File: src/rtl/uart_tx_pkg.sv
// Shared types for the UART transmitter: frame FSM states and FIFO level sizing.
package uart_tx_pkg;

   typedef enum logic [2:0] {
      ST_IDLE,
      ST_START,
      ST_DATA,
      ST_PARITY,
      ST_STOP
   } tx_state_t;

   // Level must represent 0..depth inclusive, hence one bit beyond the pointer width.
   function automatic int level_width(input int depth);
      return $clog2(depth) + 1;
   endfunction

endpackage

File: src/rtl/uart_tx_fifo.sv
// Transmit buffer: register-array FIFO with registered full/empty/level flags.
module uart_tx_fifo
   import uart_tx_pkg::*;
#(
   parameter int WIDTH = 8,
   parameter int DEPTH = 16
) (
   input  logic                          clk,
   input  logic                          reset_n,
   input  logic [WIDTH-1:0]              wr_data,
   input  logic                          wr_en,
   input  logic                          rd_en,
   output logic [WIDTH-1:0]              rd_data,
   output logic                          full,
   output logic                          empty,
   output logic [level_width(DEPTH)-1:0] level
);

   localparam int AW = $clog2(DEPTH);
   localparam int LW = level_width(DEPTH);

   logic [WIDTH-1:0] mem [DEPTH];
   logic [AW-1:0]    wr_ptr;
   logic [AW-1:0]    rd_ptr;
   logic             push;
   logic             pop;
   logic [LW-1:0]    level_nxt;

   assign push    = wr_en && !full;
   assign pop     = rd_en && !empty;
   assign rd_data = mem[rd_ptr];

   always_comb begin
      level_nxt = level;
      if (push && !pop) begin
         level_nxt = level + LW'(1);
      end else if (pop && !push) begin
         level_nxt = level - LW'(1);
      end
   end

   always_ff @(posedge clk or negedge reset_n) begin
      if (!reset_n) begin
         wr_ptr <= '0;
         rd_ptr <= '0;
         level  <= '0;
         full   <= 1'b0;
         empty  <= 1'b1;
      end else begin
         if (push) begin
            wr_ptr <= wr_ptr + AW'(1);
         end
         if (pop) begin
            rd_ptr <= rd_ptr + AW'(1);
         end
         level <= level_nxt;
         full  <= (level_nxt == LW'(DEPTH));
         empty <= (level_nxt == '0);
      end
   end

   // Data contents carry no reset; validity is tracked by the pointers alone.
   always_ff @(posedge clk) begin
      if (push) begin
         mem[wr_ptr] <= wr_data;
      end
   end

endmodule

File: src/rtl/uart_tx_fifo_core.sv
// Buffered UART transmitter: FIFO feeding a start/data/parity/stop frame FSM.
//
// state     | meaning
// ST_IDLE   | line high, waiting for a queued character
// ST_START  | start bit, tx low
// ST_DATA   | data bits, LSB first
// ST_PARITY | optional parity bit
// ST_STOP   | one or two stop bits, tx high
module uart_tx_fifo_core
   import uart_tx_pkg::*;
#(
   parameter int DATA_BITS    = 8,
   parameter int FIFO_DEPTH   = 16,
   parameter int CLKS_PER_BIT = 16
) (
   input  logic                               clk,
   input  logic                               reset_n,
   input  logic [DATA_BITS-1:0]               data_in,
   input  logic                               wr_en,
   input  logic                               parity_en,
   input  logic                               parity_odd,
   input  logic                               two_stop,
   input  logic                               clr_ovf,
   output logic                               full,
   output logic                               empty,
   output logic [level_width(FIFO_DEPTH)-1:0] level,
   output logic                               overflow,
   output logic                               busy,
   output logic                               tx
);

   localparam int BW = $clog2(CLKS_PER_BIT);
   localparam int CW = $clog2(DATA_BITS);
   localparam logic [BW-1:0] BAUD_LAST = BW'(CLKS_PER_BIT - 1);
   localparam logic [CW-1:0] BIT_LAST  = CW'(DATA_BITS - 1);

   tx_state_t            state;
   logic [BW-1:0]        baud;
   logic [CW-1:0]        bit_cnt;
   logic [DATA_BITS-1:0] shift_q;
   logic [DATA_BITS-1:0] head;
   logic                 parity_bit_q;
   logic                 parity_en_q;
   logic                 two_stop_q;
   logic                 baud_wrap;
   logic                 frame_end;
   logic                 pop;

   uart_tx_fifo #(
      .WIDTH (DATA_BITS),
      .DEPTH (FIFO_DEPTH)
   ) u_fifo (
      .clk     (clk),
      .reset_n (reset_n),
      .wr_data (data_in),
      .wr_en   (wr_en),
      .rd_en   (pop),
      .rd_data (head),
      .full    (full),
      .empty   (empty),
      .level   (level)
   );

   assign baud_wrap = (baud == BAUD_LAST);
   // In STOP, bit_cnt marks the second stop bit when two stop bits are latched.
   assign frame_end = (state == ST_STOP) && baud_wrap && (!two_stop_q || (bit_cnt != '0));
   assign pop       = !empty && ((state == ST_IDLE) || frame_end);

   always_ff @(posedge clk or negedge reset_n) begin
      if (!reset_n) begin
         overflow <= 1'b0;
      end else if (wr_en && full) begin
         overflow <= 1'b1;
      end else if (clr_ovf) begin
         overflow <= 1'b0;
      end
   end

   always_ff @(posedge clk or negedge reset_n) begin
      if (!reset_n) begin
         state        <= ST_IDLE;
         baud         <= '0;
         bit_cnt      <= '0;
         shift_q      <= '0;
         parity_bit_q <= 1'b0;
         parity_en_q  <= 1'b0;
         two_stop_q   <= 1'b0;
         busy         <= 1'b0;
         tx           <= 1'b1;
      end else if (pop) begin
         // Frame settings are captured here so mid-frame changes wait for the next character.
         state        <= ST_START;
         baud         <= '0;
         bit_cnt      <= '0;
         shift_q      <= head;
         parity_bit_q <= (^head) ^ parity_odd;
         parity_en_q  <= parity_en;
         two_stop_q   <= two_stop;
         busy         <= 1'b1;
         tx           <= 1'b0;
      end else begin
         case (state)
            ST_IDLE: begin
               busy <= 1'b0;
               tx   <= 1'b1;
            end
            ST_START: begin
               if (baud_wrap) begin
                  state   <= ST_DATA;
                  baud    <= '0;
                  bit_cnt <= '0;
                  tx      <= shift_q[0];
               end else begin
                  baud <= baud + BW'(1);
               end
            end
            ST_DATA: begin
               if (baud_wrap) begin
                  baud <= '0;
                  if (bit_cnt == BIT_LAST) begin
                     bit_cnt <= '0;
                     if (parity_en_q) begin
                        state <= ST_PARITY;
                        tx    <= parity_bit_q;
                     end else begin
                        state <= ST_STOP;
                        tx    <= 1'b1;
                     end
                  end else begin
                     bit_cnt <= bit_cnt + CW'(1);
                     shift_q <= {1'b0, shift_q[DATA_BITS-1:1]};
                     tx      <= shift_q[1];
                  end
               end else begin
                  baud <= baud + BW'(1);
               end
            end
            ST_PARITY: begin
               if (baud_wrap) begin
                  state   <= ST_STOP;
                  baud    <= '0;
                  bit_cnt <= '0;
                  tx      <= 1'b1;
               end else begin
                  baud <= baud + BW'(1);
               end
            end
            ST_STOP: begin
               if (frame_end) begin
                  state   <= ST_IDLE;
                  baud    <= '0;
                  bit_cnt <= '0;
                  busy    <= 1'b0;
                  tx      <= 1'b1;
               end else if (baud_wrap) begin
                  baud    <= '0;
                  bit_cnt <= CW'(1);
               end else begin
                  baud <= baud + BW'(1);
               end
            end
            default: begin
               state <= ST_IDLE;
               busy  <= 1'b0;
               tx    <= 1'b1;
            end
         endcase
      end
   end

endmodule

File: config.mk
export PLATFORM = sky130hd
export DESIGN_NAME = uart_tx_fifo_core
export DESIGN_NICKNAME = d
export VERILOG_FILES = /design/src/rtl/uart_tx_pkg.sv /design/src/rtl/uart_tx_fifo.sv /design/src/rtl/uart_tx_fifo_core.sv
export SDC_FILE = /design/constraint.sdc
export NUM_CORES = 1
export LEC_CHECK = 0
export CORE_MARGIN = 10
export CORE_UTILIZATION = 40
export CTS_CLUSTER_DIAMETER = 30
export DETAILED_ROUTE_END_ITERATION = 10
export SETUP_SLACK_MARGIN = 0.4
export SLEW_MARGIN = 20
export SYNTH_ARGS = -nofsm -noshare
export SYNTH_HDL_FRONTEND = slang
export SYNTH_HIERARCHICAL = 1
export SYNTH_SLANG_ARGS = --single-unit
File: constraint.sdc
create_clock -name clk -period 3.32 [get_ports clk]
set_input_delay 0.83 -clock clk [delete_from_list [all_inputs] [get_ports clk]]
set_output_delay 0.83 -clock clk [all_outputs]
set_load 0.05 [all_outputs]
=== Yosys cells after proc, flatten, opt, wreduce, memory -nomap -nowiden ===
Memories as Yosys holds them, arrays and structs flattened.
Index checks and enable logic that the tools add are counted.
Widths: inputs -> output; s select.

* Register bits after elaboration: 39
* Bits in writable memories: 128
* Bits of input ports: 15
* Output and inout bits: 10
* Word-level logic and storage cells: 111
* Memories: 1

* Add/sub/neg operators: 6
* Equal/unequal tests: 17
* Mux-type cells: 40
* Bitwise logic cells: 1
* Reduce and logical (&&, ||, !) cells: 31

{| class="wikitable"
|+ Memory list
! memory !! words !! bits a word !! read ports !! clocked after memory_dff !! wr ports !! RTL line !! source
|-
| u_fifo.mem || 16 || 8 || 1 || 0 || 1 || uart_tx_fifo.sv:22 || <nowiki>logic [WIDTH-1:0] mem [DEPTH];</nowiki>
|}

{| class="wikitable"
|+ Operators by type and width
! kind !! number
|-
| $mux 3 || 13
|-
| $mux 8 || 4
|-
| $ne 3x2->1 const B || 5
|-
| $pmux 3 s5 || 1
|-
| $mux 1 || 13
|-
| $add 4x1->4 const B || 3
|-
| $mux 4 || 3
|-
| $mux 5 || 2
|-
| $pmux 3 s3 || 1
|-
| $logic_and 1x1->1 || 8
|-
| $pmux 4 s2 || 1
|-
| $reduce_and 4->1 || 2
|-
| $reduce_xor 8->1 || 1
|-
| $eq 3x2->1 const B || 2
|-
| $eq 3x3->1 const B || 2
|-
| $ne 2x1->1 const B || 3
|-
| $reduce_and 6->1 || 1
|-
| $reduce_bool 2->1 || 3
|-
| $reduce_bool 3->1 || 2
|-
| $add 5x1->5 const B || 1
|-
| $eq 5x5->1 const B || 1
|-
| $logic_not 1->1 || 5
|-
| $logic_not 5->1 || 1
|-
| $sub 5x1->5 const B || 1
|-
| 15 further kinds || 16
|}

=== Longest topological paths before layout ===
* Word-level depth: 10
* Gate-level depth with buffers: 12
* Mapped depth without buffers: 11

=== By module ===
The synthesis kept the hierarchy.

{| class="wikitable"
|+ Modules (own cells, without submodules)
! module !! instances !! cells an instance !! area each (µm²) !! seq. area each (µm²)
|-
| uart_tx_fifo || 1 || 295 || 5805.6 || 4220.3
|-
| uart_tx_fifo_core || 1 || 141 || 1447.6 || 601.8
|}

=== Least setup slack after synthesis ===
OpenSTA, ideal clock, no wires.

* Kind: flip-flop to flip-flop
* Start: reg baud[0]
* End: reg u_fifo.full
* Arrival: 2.340 ns
* Data required time: 3.187 ns
* Setup slack: 0.847 ns
* Cell stages (with the launch flop): 13
* Period minus slack after synthesis: 2.473 ns
* Path through: dfrtp_1 ha_1 and3_1 buf_2 a21bo_2 nand2_2 inv_2 nor2b_1 buf_4 nor2_2 nor4_1 o32ai_1 nor3b_2

* Longest elaborated chain between the ends: 10
* Elaborated cells on any way between the ends: 12
* Classes of those cells: 2 x eq/ne; 2 x mux; 8 x reduce/logical

{| class="wikitable"
|+ RTL lines
! what !! RTL line !! source
|-
| start: declaration || uart_tx_fifo_core.sv:38 || <nowiki>logic [BW-1:0] baud;</nowiki>
|-
| start signal: assignment || uart_tx_fifo_core.sv:114 || <nowiki>baud <= baud + BW'(1);</nowiki>
|-
| start signal: assignment || uart_tx_fifo_core.sv:135 || <nowiki>baud <= baud + BW'(1);</nowiki>
|-
| start signal: assignment || uart_tx_fifo_core.sv:145 || <nowiki>baud <= baud + BW'(1);</nowiki>
|-
| $eq 4x4->1 * || uart_tx_fifo_core.sv:64 || <nowiki>assign baud_wrap = (baud == BAUD_LAST);</nowiki>
|-
| $logic_and 1x1->1 * (2 in a row) || uart_tx_fifo_core.sv:66 || <nowiki>assign frame_end = (state == ST_STOP) && baud_wrap && (!two_stop_q || (bit_cnt != '0));</nowiki>
|-
| $logic_or 1x1->1 * || uart_tx_fifo_core.sv:67 || <nowiki>assign pop = !empty && ((state == ST_IDLE) || frame_end);</nowiki>
|-
| $logic_and 1x1->1 * || uart_tx_fifo_core.sv:67 ||
|-
| named net pop || uart_tx_fifo_core.sv:47 || <nowiki>logic pop;</nowiki>
|-
| $logic_and 1x1->1 * || uart_tx_fifo.sv:30 || <nowiki>assign pop = rd_en && !empty;</nowiki>
|-
| $logic_and 1x1->1 or $logic_not 1->1 (tied branches) || uart_tx_fifo.sv:37, uart_tx_fifo.sv:35 ||
|-
| $mux 5 or $logic_and 1x1->1 (tied branches) || uart_tx_fifo.sv:37, uart_tx_fifo.sv:35 ||
|-
| $mux 5 * || uart_tx_fifo.sv:35 || <nowiki>if (push && !pop) begin</nowiki>
|-
| $eq 5x5->1 * || uart_tx_fifo.sv:57 || <nowiki>full <= (level_nxt == LW'(DEPTH));</nowiki>
|-
| end signal: assignment || uart_tx_fifo.sv:57 ||
|-
| end: declaration || uart_tx_fifo.sv:14 || <nowiki>output logic full,</nowiki>
|}

The timed path passes the listed nets; every way through them passes the cells marked *.
A chain may end at the register's enable or synchronous reset.

=== Final worst setup path ===
* Start: reg u_fifo.empty
* End: out empty

{| class="wikitable"
|+ RTL lines
! what !! RTL line !! source
|-
| start: declaration || uart_tx_fifo.sv:15 || <nowiki>output logic empty,</nowiki>
|-
| start signal: assignment || uart_tx_fifo.sv:58 || <nowiki>empty <= (level_nxt == '0);</nowiki>
|-
| end: declaration || uart_tx_fifo_core.sv:25 || <nowiki>output logic empty,</nowiki>
|}

No word-level cell between the ends.

==> run_results.csv <==
group,metric,value,unit
timing,layout_setup_ws,0.597,ns
clocking,clkTransAtPathRegs,0.06,ns
synthesis,yosys-top-cells-count,"edfxtp_1, dfrtp_1, nand2_1",
floorplan,die_h,155,microns
routing,postRouteAntennaNets,0,
critical_path,critical-path-max-stage-delay,0.84,ns
critical_path,endpoint_kind,"output pin",
synthesis,synth_top_family_by_area,"multiplexers",
critical_path,worst_setup_path_start_kind,"flop",
timing,fin_setup_tns,0,ns
synthesis,synth_nets,462,
floorplan,die_x,155,microns
critical_path,path_buf_inv,1,
floorplan,ioPinCount,25,
place,place_hpwl,9.66,mm
global_routing,met3_usage,2.86,%
synthesis,synth_compound_area_share,5.83,%
synthesis,yosys.area_share.simple,8.02,%
synthesis,synthMuxAreaShare,12.9,%
global_routing,gr-usage-met2,19.7,%
clocking,cts-root-buf,"clkbuf_16",
timing,fmax,367,MHz
critical_path,cp.depth,1,
layout,syn_to_final_growth,14.6,%
routing,initialDrtViolationCount,280,
routing,viasPerCell,5.44,
routing,vias,3879,
clocking,htreeDepth,4,
synthesis,yosysMostFrequentCell,"edfxtp_1",
timing,fin_crit_sh,82.0,%
timing,min_period,2.72,ns
synthesis,synth_top_cell_by_area,"edfxtp_1",
critical_path,crit_path_top_delay_cell,"clkdlybuf4s50_1",
pwr,power_density,920,nW/um^2
critical_path,crit_required,2.49,ns
min_path,hold_class,"flop to flop",
global_routing,grt_max_degree,40,
floorplan,fp-row-count,49,
clocking,clock_path_buffers,2,
synthesis,ys.flop_type,"edfxtp_1",
place,post-place-ws,0.424,ns
synthesis,yosys.area_share.adder,1.90,%
layout,n_antenna_cell,0,
critical_path,rr_worst_depth,11,
synthesis,synth_area_per_cell,16.6,sq um
routing,drt_first_pass_iters,4,
clocking,numCtsBuffers,17,
critical_path,path_cells,"clkdlybuf4s50_1",
routing,wire_per_inst,20.2,microns
floorplan,core-area,17900,sq um
routing,routed_wl,14.4,mm
clocking,cts.sinks,167,
synthesis,synth_area_leaders,"edfxtp_1, dfrtp_1, mux4_2",
min_path,min_path_cells,1,
layout,nets,498,
clocking,cts_tree,"yes",
timing,timing.hold.ws,0.512,ns
global_routing,antenna_found_initial,0,
synthesis,synth_edf_count,128,
timing,grt_setup_unrepaired,"false",
timing,finalHoldViolCount,0,
global_routing,track_usage,12.5,%
place,gp_congestion,0.760,
clocking,clk_latency,0.43,ns
synthesis,synth_area,7250,sq um
synthesis,yosys_warnings,6,
critical_path,cp_max_fo,8,
timing,setup-violations-final,0,
global_routing,grt_pass1_wl,23.0,mm
outcome,status,"completed",
global_routing,gr-max-usage-layer,"met2",
critical_path,crit_type,"flop to output pin",
global_routing,first_global_vias,3985,
place,port_buffers,24,
synthesis,netlist_instances,436,
synthesis,synthArstFlopShare,23.4,%
synthesis,synth_top_area_share,53.0,%
routing,drc,0,
timing,skew,0.00707,ns
synthesis,synth-seq-cells,167,
floorplan,start_util,40.5,%
critical_path,critPathTopFamily,"buffers and inverters",
global_routing,overflow,0,
pwr,max-vdd-ir-drop,482,uV
synthesis,synth_cell_types,61,
floorplan,die_area,23900,sq um
synthesis,seq_area_frac_synth,66.5,%
timing,worst_slew_pin_slew,0.896,ns
pwr,p_leak,2.92,nW
critical_path,cp.arrival,1.89,ns
layout,final_layout_size_suffix_gt1_share,18.2,%
job,maxCapViolations,0,
timing,slew_viol_final,0,
global_routing,use_met1,16.3,%
synthesis,synth_xor_area_share,2.36,%
timing,relSlewSlack,40.3,%
-- per-layer routing --
layer	vias up	part of all wire, %
li1	1780	-
met1	2020	46
met2	62	49
met3	17	3.2
met4	0	1.7
met5	-	0
-- through the flow --
| step | instances | total power (W) | util (%) | cell area [sq um] |
|---|---|---|---|---|
| CTS | 711 | 0.00772 | 46.3 | 8290 |
| detailed placement | 680 | 0.00577 | 43.1 | 7720 |
| floorplan | 436 | 0.00503 | - | 7250 |
| global route | 713 | 0.00807 | 46.4 | 8310 |
| global placement | 680 | 0.00572 | 43.1 | 7720 |
| finish | 713 | 0.00764 | 46.4 | 8310 |
-- power by group --
part / internal, W / switching, W / total [W]
Combinational: 0.00130 / 0.00156 / 0.00286
Clock: 0.00111 / 0.000814 / 0.00192
Sequential: 0.00264 / 0.000222 / 0.00286
Total: 0.00505 / 0.00259 / 0.00764
-- cells in the final DEF, fill, tap and decap left out, types with 3 or more instances in the layout --
cell type | synthesis | final
a21oi_1 | 8 | 8
a22oi_1 | 17 | 17
and2_1 | 17 | 17
and3_1 | 4 | 3
buf_4 | 3 | 10
clkbuf_16 | 0 | 17
clkdlybuf4s50_1 | 0 | 23
clkinv_1 | 0 | 3
dfrtp_1 | 37 | 36
edfxtp_1 | 128 | 128
ha_1 | 11 | 11
inv_1 | 11 | 11
inv_6 | 0 | 3
mux2_2 | 13 | 13
mux4_1 | 13 | 13
mux4_2 | 19 | 19
nand2_1 | 21 | 21
nand2b_1 | 4 | 4
nand3_1 | 7 | 7
nor2_1 | 15 | 15
nor2b_1 | 6 | 6
nor3_1 | 8 | 8
o21ai_0 | 12 | 12
o22ai_1 | 3 | 3
o31ai_1 | 3 | 3
xnor2_1 | 15 | 15
-- repair_timing --
| action | CTS | global route |
|---|---|---|
| setup endpoints to repair | 0 | 2 |
| buffers inserted | 0 | 2 |
| hold buffers | 0 | 0 |
| gates resized for setup | 0 | 1 |
-- cells by family (layout without fill, tap and decap cells) --
logic type,after synthesis,count (layout)
buffers and inverters,30,78
multiplexers,47,47
AND/OR/NAND/NOR,102,102
AO/OA/AOI/OAI,61,61
adder cells (fa/ha/maj),11,11
flip-flops,167,167
XOR/XNOR,18,18
-- path summary, 6_finish.rpt --
path,start,to,slack (ns)
worst max-delay path,u_fifo/empty,empty,0.60
worst min-delay path,two_stop_q,two_stop_q,0.51
worst max register to register,baud[0],u_fifo/empty,0.63
worst min register to register,two_stop_q,two_stop_q,0.51
max in group asynchronous,reset_n,u_fifo/rd_ptr[0],2.18
min in group asynchronous,reset_n,u_fifo/level[4],0.53
-- registers in the layout (all words and copies together), names as in the netlist --
name / cells
u_fifo/mem: 128
shift_q: 8
u_fifo/level: 5
baud: 4
u_fifo/rd_ptr: 4
u_fifo/wr_ptr: 4
bit_cnt: 3
state: 3
busy: 1
overflow: 1
parity_bit_q: 1
parity_en_q: 1
two_stop_q: 1
tx: 1
u_fifo/empty: 1
u_fifo/full: 1
-- final cells by class --
class	instances	area, sq um
repair buffers	35	330
well taps	229	287
fillers	1533	9590
inverters	12	45.0
clock inverters	14	149
flip-flops and latches	167	4820
multi-input cells	239	2250
clock buffers	17	425
Power figures use the tool's default switching activity.
